--- src/rtl/isolation_tree_scorer.sv ---
// Isolation-tree scorer: pops one feature vector from the input FIFO, walks a
// programmable binary tree one level per cycle and reports path length / anomaly.
module isolation_tree_scorer #(
  parameter  int NUM_FEATURES   = 4,
  parameter  int TREE_DEPTH     = 4,
  parameter  int ANOMALY_THRESH = 2,
  localparam int FS_W  = $clog2(NUM_FEATURES),
  localparam int NODES = (1 << TREE_DEPTH) - 1,
  localparam int AW    = $clog2(NODES),
  localparam int PW    = $clog2(TREE_DEPTH),
  localparam int CW    = 1 + FS_W + 8
) (
  input  logic          clk,
  input  logic          reset,
  input  logic          enable,
  input  logic [7:0]    fifo_output,
  input  logic          fifo_empty,
  output logic          read_enable,
  input  logic          cfg_we,
  input  logic [AW-1:0] cfg_addr,
  input  logic [CW-1:0] cfg_data,
  output logic          busy,
  output logic          score_valid,
  input  logic          score_ready,
  output logic [PW-1:0] path_len,
  output logic [AW-1:0] leaf_index,
  output logic          anomaly
);

  typedef enum logic [2:0] {IDLE, POP, CAPTURE, TRAVERSE, OUTPUT} state_t;

  state_t          state, next_state;
  logic [CW-1:0]   node_tbl [NODES];
  logic [7:0]      feat     [NUM_FEATURES];
  logic [FS_W-1:0] sample_cnt;
  logic [AW-1:0]   node;
  logic [PW-1:0]   depth;

  logic [CW-1:0]   cur;
  logic            cur_leaf;
  logic [FS_W-1:0] cur_fs;
  logic [7:0]      cur_thr;
  logic            terminal;
  logic            go_left;

  always_comb begin
    cur      = node_tbl[node];
    cur_leaf = cur[CW-1];
    cur_fs   = cur[CW-2:8];
    cur_thr  = cur[7:0];
    // The bottom level is always a leaf, whatever the table says.
    terminal = cur_leaf || (depth == PW'(TREE_DEPTH - 1));
    go_left  = feat[cur_fs] < cur_thr;
  end

  always_comb begin
    next_state  = state;
    read_enable = 1'b0;
    busy        = (state != IDLE);
    case (state)
      IDLE:     if (enable) next_state = POP;
      POP: begin
        read_enable = !fifo_empty;
        if (!fifo_empty) next_state = CAPTURE;
      end
      CAPTURE:  next_state = (sample_cnt == FS_W'(NUM_FEATURES - 1)) ? TRAVERSE : POP;
      TRAVERSE: if (terminal) next_state = OUTPUT;
      OUTPUT:   if (score_valid && score_ready) next_state = enable ? POP : IDLE;
      default:  next_state = IDLE;
    endcase
  end

  always_ff @(posedge clk or negedge reset) begin
    if (!reset) state <= IDLE;
    else        state <= next_state;
  end

  always_ff @(posedge clk or negedge reset) begin
    if (!reset) begin
      for (int unsigned i = 0; i < NODES; i++) node_tbl[i] <= '0;
      for (int unsigned i = 0; i < NUM_FEATURES; i++) feat[i] <= '0;
      sample_cnt  <= '0;
      node        <= '0;
      depth       <= '0;
      score_valid <= 1'b0;
      path_len    <= '0;
      leaf_index  <= '0;
      anomaly     <= 1'b0;
    end else begin
      case (state)
        IDLE: begin
          if (cfg_we && (int'(cfg_addr) < NODES)) node_tbl[cfg_addr] <= cfg_data;
        end
        CAPTURE: begin
          feat[sample_cnt] <= fifo_output;
          sample_cnt       <= sample_cnt + 1'b1;
          if (sample_cnt == FS_W'(NUM_FEATURES - 1)) begin
            node  <= '0;
            depth <= '0;
          end
        end
        TRAVERSE: begin
          if (terminal) begin
            path_len    <= depth;
            leaf_index  <= node;
            anomaly     <= (int'(depth) < ANOMALY_THRESH);
            score_valid <= 1'b1;
          end else begin
            node  <= go_left ? AW'(2 * int'(node) + 1) : AW'(2 * int'(node) + 2);
            depth <= depth + 1'b1;
          end
        end
        OUTPUT: begin
          if (score_ready) score_valid <= 1'b0;
        end
        default: ;
      endcase
    end
  end

endmodule
--- config.mk ---
export PLATFORM = sky130hd
export DESIGN_NAME = isolation_tree_scorer
export DESIGN_NICKNAME = d
export VERILOG_FILES = /design/src/rtl/isolation_tree_scorer.sv
export SDC_FILE = /design/constraint.sdc
export NUM_CORES = 1
export LEC_CHECK = 0
export CORE_ASPECT_RATIO = 0.8
export CORE_MARGIN = 10
export CORE_UTILIZATION = 61
export DETAILED_ROUTE_END_ITERATION = 16
export PLACE_DENSITY = 0.8
export SLEW_MARGIN = 10
export SYNTH_ARGS = -nofsm -noshare
export SYNTH_HDL_FRONTEND = slang
export SYNTH_SLANG_ARGS = --single-unit
--- constraint.sdc ---
create_clock -name clk -period 5.5 [get_ports clk]
set_clock_uncertainty 0.15 [all_clocks]
set_input_delay 1.1 -clock clk [delete_from_list [all_inputs] [get_ports clk]]
set_output_delay 1.1 -clock clk [all_outputs]
set_load 0.1 [all_outputs]
# Yosys cells after proc, flatten, opt, wreduce, memory -nomap -nowiden
# Cells that the tools add are included.
# word_totals
ff_bits	216
latch_bits	0
ram_bits	0
rom_bits	0
input_bits	29
out_inout_bits	10
n_memories	0
# classes
addsub	4
multipliers	0
div	0
n_lt_le_gt_ge	9
eq_ne	13
n_shift	0
n_mux	30
bitwise_logic	4
n_reduce_logical	15
# ops
operator	count
bitwise mux 165 bit	1
binary-select mux 11 bit (select 4 bit)	1
demux 11 bit (select 4 bit)	1
2-to-1 mux 11 bit	3
bitwise mux 32 bit	1
2-to-1 mux 8 bit	3
binary-select mux 8 bit (select 2 bit)	1
demux 8 bit (select 2 bit)	1
case mux 3 bit (5 select lines)	1
!= test 2 bit (second input constant)	7
2-to-1 mux 3 bit	4
2-to-1 mux 4 bit	3
greater-or-equal comparator 5 bit (second input constant)	2
NOT 4 -> 5 bit	2
< comparator 8 bit	1
case mux 4 bit (2 select lines)	1
== test 3 x 2 -> 1 bit (second input constant)	2
greater-or-equal comparator 3 bit (second input constant)	2
2-to-1 mux 2 bit	3
NOT 2 -> 3 bit	2
AND reduction 3 bit	2
< comparator 5 x 1 -> 1 bit (second input constant)	1
adder 2 x 1 -> 2 bit (second input constant)	2
adder 4 x 1 -> 4 bit (second input constant)	1
other kinds (18)	27

# Depth between registers and ports, before layout
# logic_depth
word_depth	12
mapped_depth	17
depth_no_buf	14

# Worst setup path before layout
# OpenSTA, ideal clock, no wires.
# synth_path
path_kind	register to register
start	register node[0]
end	register node[2]
setup_ns	0.082
arrival_time_ns	4.103
t_required_ns	5.268
setup_slack_ns	1.165
path_stages_with_launch	16
path_buffers	3
synth_period_minus_slack_ns	4.335
cell_sequence	dfrtp_1 buf_6 mux4_2 or2_1 a311o_1 buf_2 buf_1 a211oi_1 a21oi_1 ha_1 a211oi_1 nand4_1 a2111oi_2 a22o_1 mux2_1 a31oi_1
# synth_via
elab_chain_cells	12
# synth_lines
item	line_no	source
start: declaration	36	logic [AW-1:0] node;
start signal: assignment	109	node <= go_left ? AW'(2 * int'(node) + 1) : AW'(2 * int'(node) + 2);
NOT 4 -> 5 bit (implied by the code)	47	cur = node_tbl[node];
binary-select mux 11 bit (select 4 bit)	47	
2-to-1 mux 11 bit (implied by the code) (2 in series)	47	
NOT 2 -> 3 bit (implied by the code)	53	go_left = feat[cur_fs] < cur_thr;
binary-select mux 8 bit (select 2 bit)	53	
2-to-1 mux 8 bit (implied by the code) (2 in series)	53	
< comparator 8 bit	53	
2-to-1 mux 4 bit	109	
2-to-1 mux 4 bit	103	if (terminal) begin
case mux 4 bit (2 select lines)	90	case (state)
# Several ways; a longest one is shown, not always the timed one. The select of a mux whose other input is x is not followed.
# A chain may end at the register's enable or synchronous reset.

# Worst setup path after layout
# Ends and elaborated chain as after synthesis.

==> results.py <==
metrics = {
    "clocking": {
        "post_cts_buffers": 0,
        "cts.reportedPaths.clkPinSlew_ps": 60,
        "cts-resized-gates": 0,
        "cts_tree": "yes",
        "cts.htree.levels": 1,
        "cts_root_buffer": "clkbuf_16",
        "cts_hold_buf": 0,
        "cts_sinks": 216,
        "cts_made_buffers": 22,
        "clockBufferDepth": 3,
        "clk_latency_ps": 510,
    },
    "floorplanning": {
        "fp.dieH_um": 136,
        "pin_count": 39,
        "dieArea_um2": 22500,
        "core_area_um2": 16600,
        "start_util": 0.623,
        "num_rows": 42,
        "die_w_um": 165,
    },
    "timing": {
        "final.min_clock_period_ps": 5010,
        "setup-tns-final_ps": 0,
        "rsz0062_at_grt": "no",
        "setup_viol": 0,
        "fmax_ghz": 0.200,
        "drv_slew": 0,
        "finalCritPeriodShare": 0.910,
        "worst_slew_pin_slew_ps": 1040,
        "relSlewSlack": 0.305,
        "fin_hold_ws_ps": 342,
        "final_hold_viol_count": 0,
    },
    "yosys": {
        "yosys.area.top_type": "dfrtp_1",
        "ys_top_cells_by_area": "dfrtp_1 (52%), mux2_2 (22%), mux4_2 (7.6%), mux2i_1 (2.3%), ha_1 (1.6%)",
        "synth_ff_type": "dfrtp_1",
        "synth_edf_count": 0,
        "synth_seq_cells": 216,
        "postSynthCellCount": 730,
        "ys_seq_area_frac": 0.524,
        "syn_nets": 772,
        "synthArstFlopShare": 1.00,
        "yosysWarnings": 0,
        "ys_types": 48,
        "netlist.area_leader.share": 0.524,
        "avgSynthCellArea_um2": 14.1,
        "syn_area_um2": 10300,
    },
    "finish": {
        "drive_above_1_share": 0.391,
        "area_growth_syn_to_layout_pct": 12.2,
        "fillers": 1097,
        "nets": 794,
        "multiInputGateArea_um2": 4620,
        "final_area_um2": 11600,
        "register_area_um2": 5410,
        "n_antenna_cell": 0,
    },
    "route": {
        "viasPerCell": 6.37,
        "drc": 0,
        "drt-total-wl_um": 23400,
        "wl_per_cell_um": 23.7,
        "first_pass_iters": 5,
        "routed-via-count": 6285,
        "ant_nets": 0,
        "drt_iter0_drc": 465,
    },
    "worst_setup_path": {
        "worstPathArrival_ps": 5280,
        "reg2regPathDepth": 13,
        "critPathCaptureType": "flop",
        "crit_path_max_fanout": 23,
        "start_kind": "flop",
        "reg2reg_to": "node[2]",
        "crit_required_ps": 5780,
        "reg2reg_from": "node[0]",
        "reg2reg_slack_ps": 490,
        "crit_type": "flop to flop",
    },
    "global_route": {
        "grt_antenna_before_repair": 0,
        "grt_pass1_vias": 6736,
        "track_usage": 0.214,
        "grt_first_pass_wirelength_um": 37800,
        "grt.overflow.total": 0,
        "grt_max_degree": 85,
    },
    "placement": {
        "dpl.hpwl_um": 15100,
        "gp_congestion": 0.857,
        "io_buffer_count": 38,
        "place_area_um2": 10900,
    },
    "min_path": {
        "hold_path.class": "flop to flop",
        "holdPathStages": 2,
        "min_to": "anomaly",
        "hp-start": "anomaly",
    },
    "power_and_ir_drop": {
        "powerDensity_nw_per_um2": 618,
        "power_leakage_nw": 5.20,
        "vdd_ir_drop_max_mv": 0.345,
        "p_total_mw": 7.15,
    },
    "flow_run": {
        "drv_cap": 0,
    },
    "status": {
        "status": "completed",
    },
}
-- synth_stat cells (2+ instances only) --
cell type / number
clkbuf_1: 38
nand3_1: 7
mux2i_1: 24
nor3b_1: 6
buf_6: 4
buf_2: 8
ha_1: 13
a21o_1: 2
a22o_1: 2
mux2_2: 205
a31oi_1: 3
o221ai_1: 3
a21oi_1: 15
o21a_1: 2
and3_1: 5
a22oi_1: 2
mux4_1: 4
a211oi_1: 8
mux4_2: 35
nor2_1: 8
or3_1: 3
and2_1: 10
nor3_1: 4
or2_1: 2
nand2_1: 33
and4_1: 4
dfrtp_1: 216
nand2b_1: 2
inv_1: 19
o21ai_0: 16
nor2b_1: 8
buf_1: 3
-- worst max-delay path: stages, from the launching register on --
cell and delay (ps):
dfrtp_2 580, buf_4 480, mux4_2 600, mux2i_4 210, a21oi_1 320, a211oi_1 310, a21oi_1 80, ha_1 360
a211oi_1 340, nand4_1 250, a2111oi_2 530, a22o_1 230, mux2_1 320, a31oi_1 150
-- cell families (layout without fill, tap and decap cells) --
group	Yosys count	in the layout	share of synthesized area
buffers and inverters	72	109	0.0301
muxes	270	270	0.337
xor gates and xnor gates	1	1	0.000850
and+or+nand+nor	96	96	0.0490
DFF	216	216	0.524
adders and majority gates	13	13	0.0158
AOI/OAI and AO/OA	62	62	0.0428
-- cell type report --
cell class | count | share of cell area
Clock buffer | 34 | 0.0576
Clock inverter | 5 | 0.00433
Inverter | 19 | 0.00616
Multi-Input combinational cell | 442 | 0.399
Sequential cell | 216 | 0.467
Tap cell | 220 | 0.0238
Timing Repair Buffer | 51 | 0.0416
-- through the flow --
stage           util  worst slack [ps]  instances
2_1_floorplan      -              1160        730
3_3_place_gp   0.656               692        948
3_5_place_dp   0.656               549        948
4_1_cts        0.699               451        987
5_1_grt        0.699               109        987
6_report       0.699               493        987
-- worst max path at each step --
| stage | from | to | slack (ps) | cells after the start |
|---|---|---|---|---|
| 2_1_floorplan | node[0] | node[2] | 1160 | 15 |
| 3_3_place_gp | node[0] | node[2] | 690 | 13 |
| 3_5_place_dp | node[0] | node[2] | 550 | 13 |
| 4_1_cts | node[0] | node[2] | 450 | 13 |
| 5_1_grt | node[0] | node[2] | 110 | 13 |
| 6_report | node[0] | node[2] | 490 | 13 |
-- layout by cell type (no fill, tap or decap), types with 10 or more instances in the layout --
cell type | synthesis | routed
dfrtp_1 | 216 | 214
mux2_2 | 205 | 205
clkdlybuf4s50_1 | 0 | 37
mux4_2 | 35 | 35
nand2_1 | 33 | 33
mux2i_1 | 24 | 24
clkbuf_16 | 0 | 23
inv_1 | 19 | 19
o21ai_0 | 16 | 16
a21oi_1 | 15 | 15
ha_1 | 13 | 13
buf_4 | 0 | 13
and2_1 | 10 | 10
-- power breakdown --
part / leakage (nW) / internal, mW / switching [mW] / total, mW
Combinational: 2.05 / 1.45 / 1.44 / 2.89
Sequential: 2.80 / 2.31 / 0.475 / 2.78
Clock: 0.356 / 0.878 / 0.597 / 1.48
-- metal layers --
layer	part of all wire	vias up	global-route usage	wire, µm
met5	0	-	0	0
met4	0.028	0	0.0652	649
met3	0.049	51	0.0351	1140
met2	0.49	182	0.346	11400
met1	0.44	3337	0.293	10200
li1	-	2715	-	-
-- state kept, by name, indices dropped and copies added, names as in the netlist --
register,cells
anomaly,1
depth,2
feat,32
leaf_index,4
node,4
node_tbl,165
path_len,2
sample_cnt,2
score_valid,1
state,3
Note: power is estimated with default switching activity, not from simulation.
